### src/rtl/nn_pkg.sv
// Shared types and constants for the neural-network stream controller.
//   state_t    : sequencer states
//   constants  : default frame length, class width, error class code
//   addr_w()   : width of a word address for an n-word buffer (min 1)
package nn_pkg;

  typedef enum logic [2:0] {LOAD, DRAIN, START, BUSY, OUT} state_t;

  localparam int WORDS_PER_FRAME = 25;
  localparam int CLASS_W         = 4;
  localparam logic [CLASS_W-1:0] ERR_CLASS = {CLASS_W{1'b1}};

  function automatic int addr_w(input int n);
    return (n > 1) ? $clog2(n) : 1;
  endfunction

endpackage

### src/rtl/nn_busy_watchdog.sv
// Counts cycles spent waiting on the core; expire is high on the cycle the
// count reaches TIMEOUT_CYC-1 while busy. The count sits at zero whenever
// busy is low, so it restarts from zero on every entry into the wait.
//   clk, rst : clock, synchronous active-high reset
//   busy     : controller is waiting for core completion
//   expire   : wait limit reached this cycle
module nn_busy_watchdog #(
  parameter int TIMEOUT_CYC = 1024
) (
  input  logic clk,
  input  logic rst,
  input  logic busy,
  output logic expire
);

  localparam int CW = (TIMEOUT_CYC > 1) ? $clog2(TIMEOUT_CYC) : 1;
  localparam logic [CW-1:0] LIMIT = CW'(TIMEOUT_CYC - 1);

  logic [CW-1:0] cnt_q, cnt_d;

  always_comb begin
    cnt_d  = busy ? cnt_q + 1'b1 : '0;
    expire = busy && (cnt_q == LIMIT);
  end

  always_ff @(posedge clk) begin
    if (rst) cnt_q <= '0;
    else     cnt_q <= cnt_d;
  end

endmodule

### src/rtl/nn_stream_ctrl.sv
// Sequencer between an AXI-Stream input/output pair and the NN core.
// Loads one fixed-length frame into the core input buffer, pulses start,
// waits for done and returns the class as a one-beat output frame.
// Frames whose length disagrees with s_axis_last are dropped and flagged.
//   axi_clk/axi_reset : clock, synchronous active-high reset
//   s_axis_*          : input word stream (ready in LOAD/DRAIN only)
//   m_axis_*          : single-beat class result, last always set with valid
//   core_wr_*         : core input-buffer write port
//   core_start/done   : inference handshake, core_class valid with done
//   frame_err         : one-cycle error pulse
// Optional macro NN_TIMEOUT_EN: bounds the BUSY wait at TIMEOUT_CYC cycles,
// returning the all-ones class with a frame_err pulse on expiry.
module nn_stream_ctrl
  import nn_pkg::*;
#(
  parameter int DATA_W          = 32,
  parameter int WORDS_PER_FRAME = nn_pkg::WORDS_PER_FRAME,
  parameter int CLASS_W         = nn_pkg::CLASS_W
`ifdef NN_TIMEOUT_EN
  ,
  parameter int TIMEOUT_CYC     = 1024
`endif
) (
  input  logic                                axi_clk,
  input  logic                                axi_reset,
  input  logic                                s_axis_valid,
  input  logic [DATA_W-1:0]                   s_axis_data,
  input  logic                                s_axis_last,
  output logic                                s_axis_ready,
  output logic                                m_axis_valid,
  output logic [CLASS_W-1:0]                  m_axis_data,
  output logic                                m_axis_last,
  input  logic                                m_axis_ready,
  output logic                                core_wr_en,
  output logic [addr_w(WORDS_PER_FRAME)-1:0]  core_wr_addr,
  output logic [DATA_W-1:0]                   core_wr_data,
  output logic                                core_start,
  input  logic                                core_done,
  input  logic [CLASS_W-1:0]                  core_class,
  output logic                                frame_err
);

  localparam int AW = addr_w(WORDS_PER_FRAME);
  localparam logic [AW-1:0] LAST_IDX = AW'(WORDS_PER_FRAME - 1);

  state_t               state_q, state_d;
  logic [AW-1:0]        cnt_q, cnt_d;
  logic [CLASS_W-1:0]   result_q, result_d;
  logic                 frame_err_q, frame_err_d;
  logic                 accept;

`ifdef NN_TIMEOUT_EN
  logic wd_expire;

  nn_busy_watchdog #(.TIMEOUT_CYC(TIMEOUT_CYC)) u_wd (
    .clk    (axi_clk),
    .rst    (axi_reset),
    .busy   (state_q == BUSY),
    .expire (wd_expire)
  );
`endif

  always_comb begin
    state_d      = state_q;
    cnt_d        = cnt_q;
    result_d     = result_q;
    frame_err_d  = 1'b0;
    s_axis_ready = (state_q == LOAD) || (state_q == DRAIN);
    accept       = s_axis_valid && s_axis_ready;
    core_wr_en   = 1'b0;
    core_wr_addr = cnt_q;
    core_wr_data = s_axis_data;
    core_start   = 1'b0;
    m_axis_valid = 1'b0;
    m_axis_last  = 1'b0;
    m_axis_data  = '0;

    case (state_q)
      LOAD: begin
        core_wr_en = accept;
        if (accept) begin
          if (s_axis_last) begin
            cnt_d = '0;
            if (cnt_q == LAST_IDX) state_d = START;
            else                   frame_err_d = 1'b1;  // short frame
          end else if (cnt_q == LAST_IDX) begin
            // long frame: swallow the rest up to its last beat
            cnt_d       = '0;
            state_d     = DRAIN;
            frame_err_d = 1'b1;
          end else begin
            cnt_d = cnt_q + 1'b1;
          end
        end
      end
      DRAIN: begin
        if (accept && s_axis_last) begin
          cnt_d   = '0;
          state_d = LOAD;
        end
      end
      START: begin
        core_start = 1'b1;
        state_d    = BUSY;
      end
      BUSY: begin
        if (core_done) begin
          result_d = core_class;
          state_d  = OUT;
        end
`ifdef NN_TIMEOUT_EN
        else if (wd_expire) begin
          result_d    = {CLASS_W{1'b1}};
          frame_err_d = 1'b1;
          state_d     = OUT;
        end
`endif
      end
      OUT: begin
        m_axis_valid = 1'b1;
        m_axis_last  = 1'b1;
        m_axis_data  = result_q;
        if (m_axis_ready) state_d = LOAD;
      end
      default: state_d = LOAD;
    endcase
  end

  assign frame_err = frame_err_q;

  always_ff @(posedge axi_clk) begin
    if (axi_reset) begin
      state_q     <= LOAD;
      cnt_q       <= '0;
      result_q    <= '0;
      frame_err_q <= 1'b0;
    end else begin
      state_q     <= state_d;
      cnt_q       <= cnt_d;
      result_q    <= result_d;
      frame_err_q <= frame_err_d;
    end
  end

endmodule

### config.mk
export PLATFORM = sky130hd
export DESIGN_NAME = nn_stream_ctrl
export DESIGN_NICKNAME = d
export VERILOG_FILES = /design/src/rtl/nn_pkg.sv /design/src/rtl/nn_busy_watchdog.sv /design/src/rtl/nn_stream_ctrl.sv
export SDC_FILE = /design/constraint.sdc
export NUM_CORES = 1
export LEC_CHECK = 0
export CORE_MARGIN = 2
export CORE_UTILIZATION = 33
export CTS_CLUSTER_SIZE = 20
export DETAILED_ROUTE_END_ITERATION = 10
export GPL_ROUTABILITY_DRIVEN = 0
export PLACE_DENSITY = 0.93
export RECOVER_POWER = 50
export SETUP_SLACK_MARGIN = 0.5
export SYNTH_ARGS = -nofsm -noshare
export SYNTH_HDL_FRONTEND = slang
export SYNTH_SLANG_ARGS = --single-unit
### constraint.sdc
create_clock -name axi_clk -period 3.25 [get_ports axi_clk]
set_input_delay 0.65 -clock axi_clk [delete_from_list [all_inputs] [get_ports axi_clk]]
set_output_delay 0.65 -clock axi_clk [all_outputs]
set_load 0.02 [all_outputs]
==> results of run 1 <==
==> registers in the layout, summed over array words and instances, names as in the netlist <==
signal	flops
core_wr_addr	5
frame_err	1
result_q	4
state_q	3
==> cells in the final DEF (no fill, tap or decap) <==
| cell | n |
|---|---|
| dfxtp_1 | 13 |
| ha_1 | 2 |
| nand4b_1 | 1 |
| and4b_1 | 1 |
| o31ai_1 | 4 |
| buf_4 | 1 |
| mux2i_1 | 4 |
| nand2_1 | 2 |
| inv_1 | 5 |
| a211oi_1 | 1 |
| clkbuf_4 | 3 |
| a221oi_1 | 1 |
| nor2b_1 | 1 |
| and2_1 | 5 |
| a21oi_1 | 7 |
| a211o_1 | 1 |
| nand2b_1 | 3 |
| nor3b_1 | 2 |
| nor3_1 | 1 |
| o21ai_0 | 2 |
| or4_1 | 2 |
| dlymetal6s2s_1 | 1 |
| a31o_2 | 1 |
| nand4_1 | 5 |
| nor4b_2 | 1 |
| xnor2_1 | 1 |
| a311oi_1 | 1 |
| or2_1 | 1 |
| nor2_1 | 6 |
| nor3b_4 | 1 |
| clkdlybuf4s50_1 | 23 |
| a221o_1 | 1 |
| clkbuf_1 | 1 |
==> what timing repair did <==
| action | 4_1_cts | 5_1_grt |
|---|---|---|
| gates resized for setup | 2 | 2 |
| pin swaps | 0 | 0 |
| setup endpoints to repair | 7 | 5 |
| buffers inserted | 0 | 0 |
| hold buffers | 0 | 0 |
==> worst reg2reg max path, cell delays in order (launching register included) <==
cell and delay, ns:
dfxtp_1 0.59, or2_1 0.29, inv_1 0.15, a221o_1 0.42
a21oi_1 0.15
==> final timing paths <==
| check | from | to | slack (ns) |
|---|---|---|---|
| worst max-delay path | state_q[2]$_SDFFE_PP0P_ | m_axis_data[3] | 0.66 |
| worst min register to register | result_q[3]$_SDFFE_PP0P_ | result_q[3]$_SDFFE_PP0P_ | 0.51 |
| worst max register to register | state_q[1]$_SDFFE_PP0P_ | core_wr_addr[4]$_SDFFE_PP0P_ | 1.58 |
| worst min-delay path | result_q[3]$_SDFFE_PP0P_ | result_q[3]$_SDFFE_PP0P_ | 0.51 |
==> metrics by stage <==
step / std cells / utilization / hold slack [ns]
after floorplan: 115 / - / 0.455
after global placement: 132 / 0.348 / 0.466
after detailed placement: 132 / 0.348 / 0.488
after CTS: 136 / 0.362 / 0.510
after global routing: 136 / 0.365 / 0.547
final: 136 / 0.365 / 0.513
==> area by class of cell <==
class	instances	area, sq um	area share
Multi-Input combinational cell	58	413	0.410
Sequential cell	13	260	0.258
Timing Repair Buffer	25	250	0.248
Tap cell	31	38.8	0.0385
Clock buffer	4	26.3	0.0261
Inverter	5	18.8	0.0186
==> routing by layer <==
layer | part of all wire | global-route usage | routed length, um
met5 | 0 | 0 | 0
met4 | 0.012 | 0.0764 | 22
met3 | 0.073 | 0.0201 | 136
met1 | 0.40 | 0.117 | 749
met2 | 0.51 | 0.190 | 944
==> power breakdown <==
group	internal, uW	leakage, uW	switching (uW)
Clock	47.5	0.0000150	53.6
Combinational	20.8	0.000265	16.9
Sequential	161	0.000105	2.00
==> kinds of logic after synthesis <==
kind of cell    Yosys count  share of synthesized area
compound gates           19                      0.134
xor+xnor                  1                    0.00919
fa+ha+maj                 2                     0.0262
buf+inv                  44                      0.312
flops                    13                      0.273
mux                       4                     0.0420
simple gates             32                      0.203
==> metrics, run 1 <==
Final ANT Viol Nets 0; clock transition at the registers of the reported paths 0.08 ns; DR WL/cell roughly 14 um; clock latency on the worst-skew pair around 0.27 ns; number of global-route vias before repair 671; CTS buffer count 3; WP data arrival slightly below 2 ns; Synth Warn # 0; Root Buffer clkbuf_4; endpoints failing setup 0; mean area per synthesized cell roughly 8.3 sq um; most common library cells after synthesis buf_4 (33), dfxtp_1 (13), a21oi_1 (7); Die ar. about 3300 sq um; H-tree levels 1; total power ~300 uW; worst-path cell chain nor3b_4, and2_1, clkdlybuf4s50_1; CTS tree yes; Filler cells 294; drt first-iter violations 25; Setup CP Type reg2out; Area after DPL around 960 sq um; Post-synth ARST share 0; die height ~58 um; post-synthesis sequential area ratio 0.273; synthesized area 953 sq um; CP Buf/Inv Count 1; final setup skew just under 0.0005 ns; Core Box Area around 2800 sq um; row cnt 19; largest net degree at the start of global routing 12; Lkg Pwr 0.000385 uW; most common cell in the netlist buf_4; Hold Path Class reg2reg; Synth Flop Type dfxtp_1; pwr dens 300 nW/um^2; WHS Path Cells 2; Setup WS post-layout ~0.66 ns; Port-buffer cells 24; Die Width 57.8 um; CP Max Fanout 9; Area contributors post-synth dfxtp_1 (27%), buf_4 (26%), mux2i_1 (4.2%); crit path launch type flip-flop; fmax 0.386 GHz; # IOs 89; number of synthesized flops with an enable pin 0; Data required, critical path roughly 2.6 ns; Max-Slew Margin vs Limit 0.712; Peak VDD IR approximately 0.13 mV; Area Overhead vs Synth 5.64%; Remaining DRCs 0; synthesized instance count ~120; vias per cell 5.35; Post-Place Worst Slack approximately 0.4 ns; share of layout cells above drive strength 1 0.0667; ant diodes 0; via count 728; Fin Setup TNS 0 ns; final wirelength roughly 1900 um; FF+latch count, synth 13; Critical Path Sink Type output pin; Final Instance Area ~1000 sq um; Critical-path top delay cell clkdlybuf4s50_1; Unique masters post-synth 31; Synth area leader dfxtp_1; RSZ-0062 raised after global routing false; period utilisation layout 0.797; maximum clock insertion buffer count 2; first-pass GRT wire length approximately 2800 um; grt ovf 0; max_cap viols 0; share of the synthesized area in the top cell type 0.273; CP Depth 3; CP peak stage delay between 0.6 and 0.7 ns; Detailed Place HPWL approximately 1400 um; initial antenna violation count 0; syn_nets between 150 and 200; Slew Limit Fails 0; outcome finished clean; Hold Fails Final Rpt 0; nets@finish 150; Min Clock Period, post-route 2.59 ns; R2R cell count 4; Initial DRT Pass Iterations 4; CTS Sinks 13; Top delay family on crit path buffers and inverters; GRT Overall Usage 0.109; Tightest Pin Transition approximately 0.43 ns; initial core utilization 0.346
Note: power is estimated with default switching activity, not from simulation.
==> run 2, diff against run 1 <==
--- a/config.mk
+++ b/config.mk
@@ -6,11 +6,11 @@
 export NUM_CORES = 1
 export LEC_CHECK = 0
 export CORE_MARGIN = 2
-export CORE_UTILIZATION = 33
+export CORE_UTILIZATION = 27
 export CTS_CLUSTER_SIZE = 20
 export DETAILED_ROUTE_END_ITERATION = 10
 export GPL_ROUTABILITY_DRIVEN = 0
-export PLACE_DENSITY = 0.93
+export PLACE_DENSITY = 0.83
 export RECOVER_POWER = 50
 export SETUP_SLACK_MARGIN = 0.5
 export SYNTH_ARGS = -nofsm -noshare
==> constraint.sdc (replaced) <==
create_clock -name axi_clk -period 2.2 [get_ports axi_clk]
set_input_delay 0.44 -clock axi_clk [delete_from_list [all_inputs] [get_ports axi_clk]]
set_output_delay 0.44 -clock axi_clk [all_outputs]
set_load 0.02 [all_outputs]
==> run 2 against run 1 <==
Net effect:
- sequential share of layout area fell by 1.5 points
- sequential power rose by 46%
- die area rose by 21%
- via count rose by 3.0%
- largest cell class unchanged
- routed wire length rose by 11%
- core utilization fell by 3.4 points
==> metrics, run 2 (synthesized netlist as in run 1, its figures left out) <==
H-tree levels 1 (unchanged); ant diodes 0 (unchanged); DP Cell Count 150 (+14%); fmax ~0.57 GHz; Initial DRT Pass Iterations 4 (unchanged); clock transition at the registers of the reported paths 0.08 ns (about the same); Max-Slew Margin vs Limit 0.716 (+0.00424); Tightest Pin Transition 0.425 ns (-0.00665 ns); pwr dens 396 nW/um^2 (+32%); Min Clock Period, post-route ~1.7 ns; maximum clock insertion buffer count 2 (unchanged); RSZ-0062 raised after global routing true; grt ovf 0 (unchanged); Core Box Area 3360 sq um (+22%); Lkg Pwr 0.000490 uW (+27%); Critical Path Sink Type output pin; Port-buffer cells 24 (unchanged); outcome finished clean; drt first-iter violations 11 (-56%); crit path launch type flip-flop; Setup WS post-layout 0.454 ns (-0.206 ns); period utilisation layout 0.794; die height 63.4 um (+9.8%); max reg flops 5 (unchanged); CTS Sinks 13 (unchanged); GRT Overall Usage 0.105 (-0.00393); DR WL/cell 12.7 um (-6.5%); share of layout cells above drive strength 1 0.293 (+0.226); WP data arrival 1.31 ns (-0.63 ns); nets@finish 161 (+7.3%); vias per cell 4.63 (-14%); Post-Place Worst Slack -0.101 ns (-0.504 ns); Die ar. 4020 sq um (+21%); Hold Fails Final Rpt 0 (unchanged); Setup CP Type reg2out; Die Width 63.4 um (+9.8%); Data required, critical path 1.76 ns (-0.84 ns); row cnt 21 (+2); Root Buffer clkbuf_4; post-route insts no fill 162 (+19%); Area after DPL 1020 sq um (+6.1%); most frequent cells in the layout buf_4 (13), dfxtp_1 (10), clkdlybuf4s50_1 (9), a21oi_1 (7); Final Instance Area 1110 sq um (+11%); via count 750 (+3.0%); max_cap viols 0 (unchanged); Final ANT Viol Nets 0 (unchanged); final setup skew 0.00606 ns (+0.00557 ns); CTS tree yes; Hold Path Class reg2reg; Area Overhead vs Synth 16.9%; largest net degree at the start of global routing 12 (unchanged); first-pass GRT wire length 3370 um (+21%); commonest non-fill, non-tap cell in the layout buf_4; initial antenna violation count 0 (unchanged); endpoints failing setup 0 (unchanged); # IOs 89 (unchanged); Remaining DRCs 0 (unchanged); Fin Setup TNS 0 ns (unchanged); CP Max Fanout 4 (-5); initial core utilization 0.283 (-0.0623); fin util 0.331 (-0.0338); CTS buffer count 3 (unchanged); Hold-fix buffers, CTS 0 (unchanged); clock latency on the worst-skew pair 0.27 ns (about the same); Peak VDD IR 0.0844 mV (-34%); Slew Limit Fails 0 (unchanged); final wirelength 2060 um (+11%); number of global-route vias before repair 774 (+15%); Detailed Place HPWL 1450 um (+6.3%)
run 2: changes by cell type in the layout (fill, tap and decap cells not counted), sizes merged:
cell | previous run | this run
dlymetal6s2s | 1 | 0
buf | 1 | 21
dlygate4sd2 | 0 | 6
clkdlybuf4s50 | 23 | 9
run 2: metal layers:
layer	track usage	share of wire
met1	0.115	0.40
met2	0.187	0.54
met5	0	0
met4	0.0734	0.013
met3	0.0107	0.046
run 2: metrics by stage:
step	hold slack [ns]	power, uW
2_1_floorplan	0.455	356
3_3_place_gp	0.473	303
3_5_place_dp	0.480	304
4_1_cts	0.502	450
5_1_grt	0.535	470
6_report	0.503	442
run 2: final timing paths:
| kind | from | end | slack [ns] | cells after the start |
|---|---|---|---|---|
| worst max-delay path | state_q[0]$_SDFFE_PP0P_ | m_axis_data[2] | 0.45 | 5 |
| worst min-delay path | result_q[1]$_SDFFE_PP0P_ | result_q[1]$_SDFFE_PP0P_ | 0.50 | 2 |
| worst max register to register | core_wr_addr[0]$_SDFFE_PP0P_ | core_wr_addr[2]$_SDFFE_PP0P_ | 0.59 | 5 |
| worst min register to register | result_q[1]$_SDFFE_PP0P_ | result_q[1]$_SDFFE_PP0P_ | 0.50 | 2 |
run 2: worst max-delay path, cell delays in order, from the launching register on:
cell	delay, ns
dfxtp_4	0.37
nor3b_4	0.22
buf_6	0.14
buf_6	0.09
and2_4	0.12
buf_6	0.10
run 2: power breakdown:
group,switching [uW],internal [uW]
registers,3.20,234
logic,25.8,31.2
clock network,76.9,70.1
total,106,336
run 2: final cells by class:
cell class	count	area (sq um)
well taps	46	57.6
clock buffers	4	26.3
multi-input cells	58	429
inverters	5	18.8
fillers	370	2250
repair buffers	36	312
flip-flops and latches	13	272
run 2: what timing repair did:
item                       in CTS  in global routing
buffers inserted                8                  0
setup endpoints to repair      14                  6
gates cloned                    0                  0
pin swaps                       3                  1
gates resized for setup        63                  2
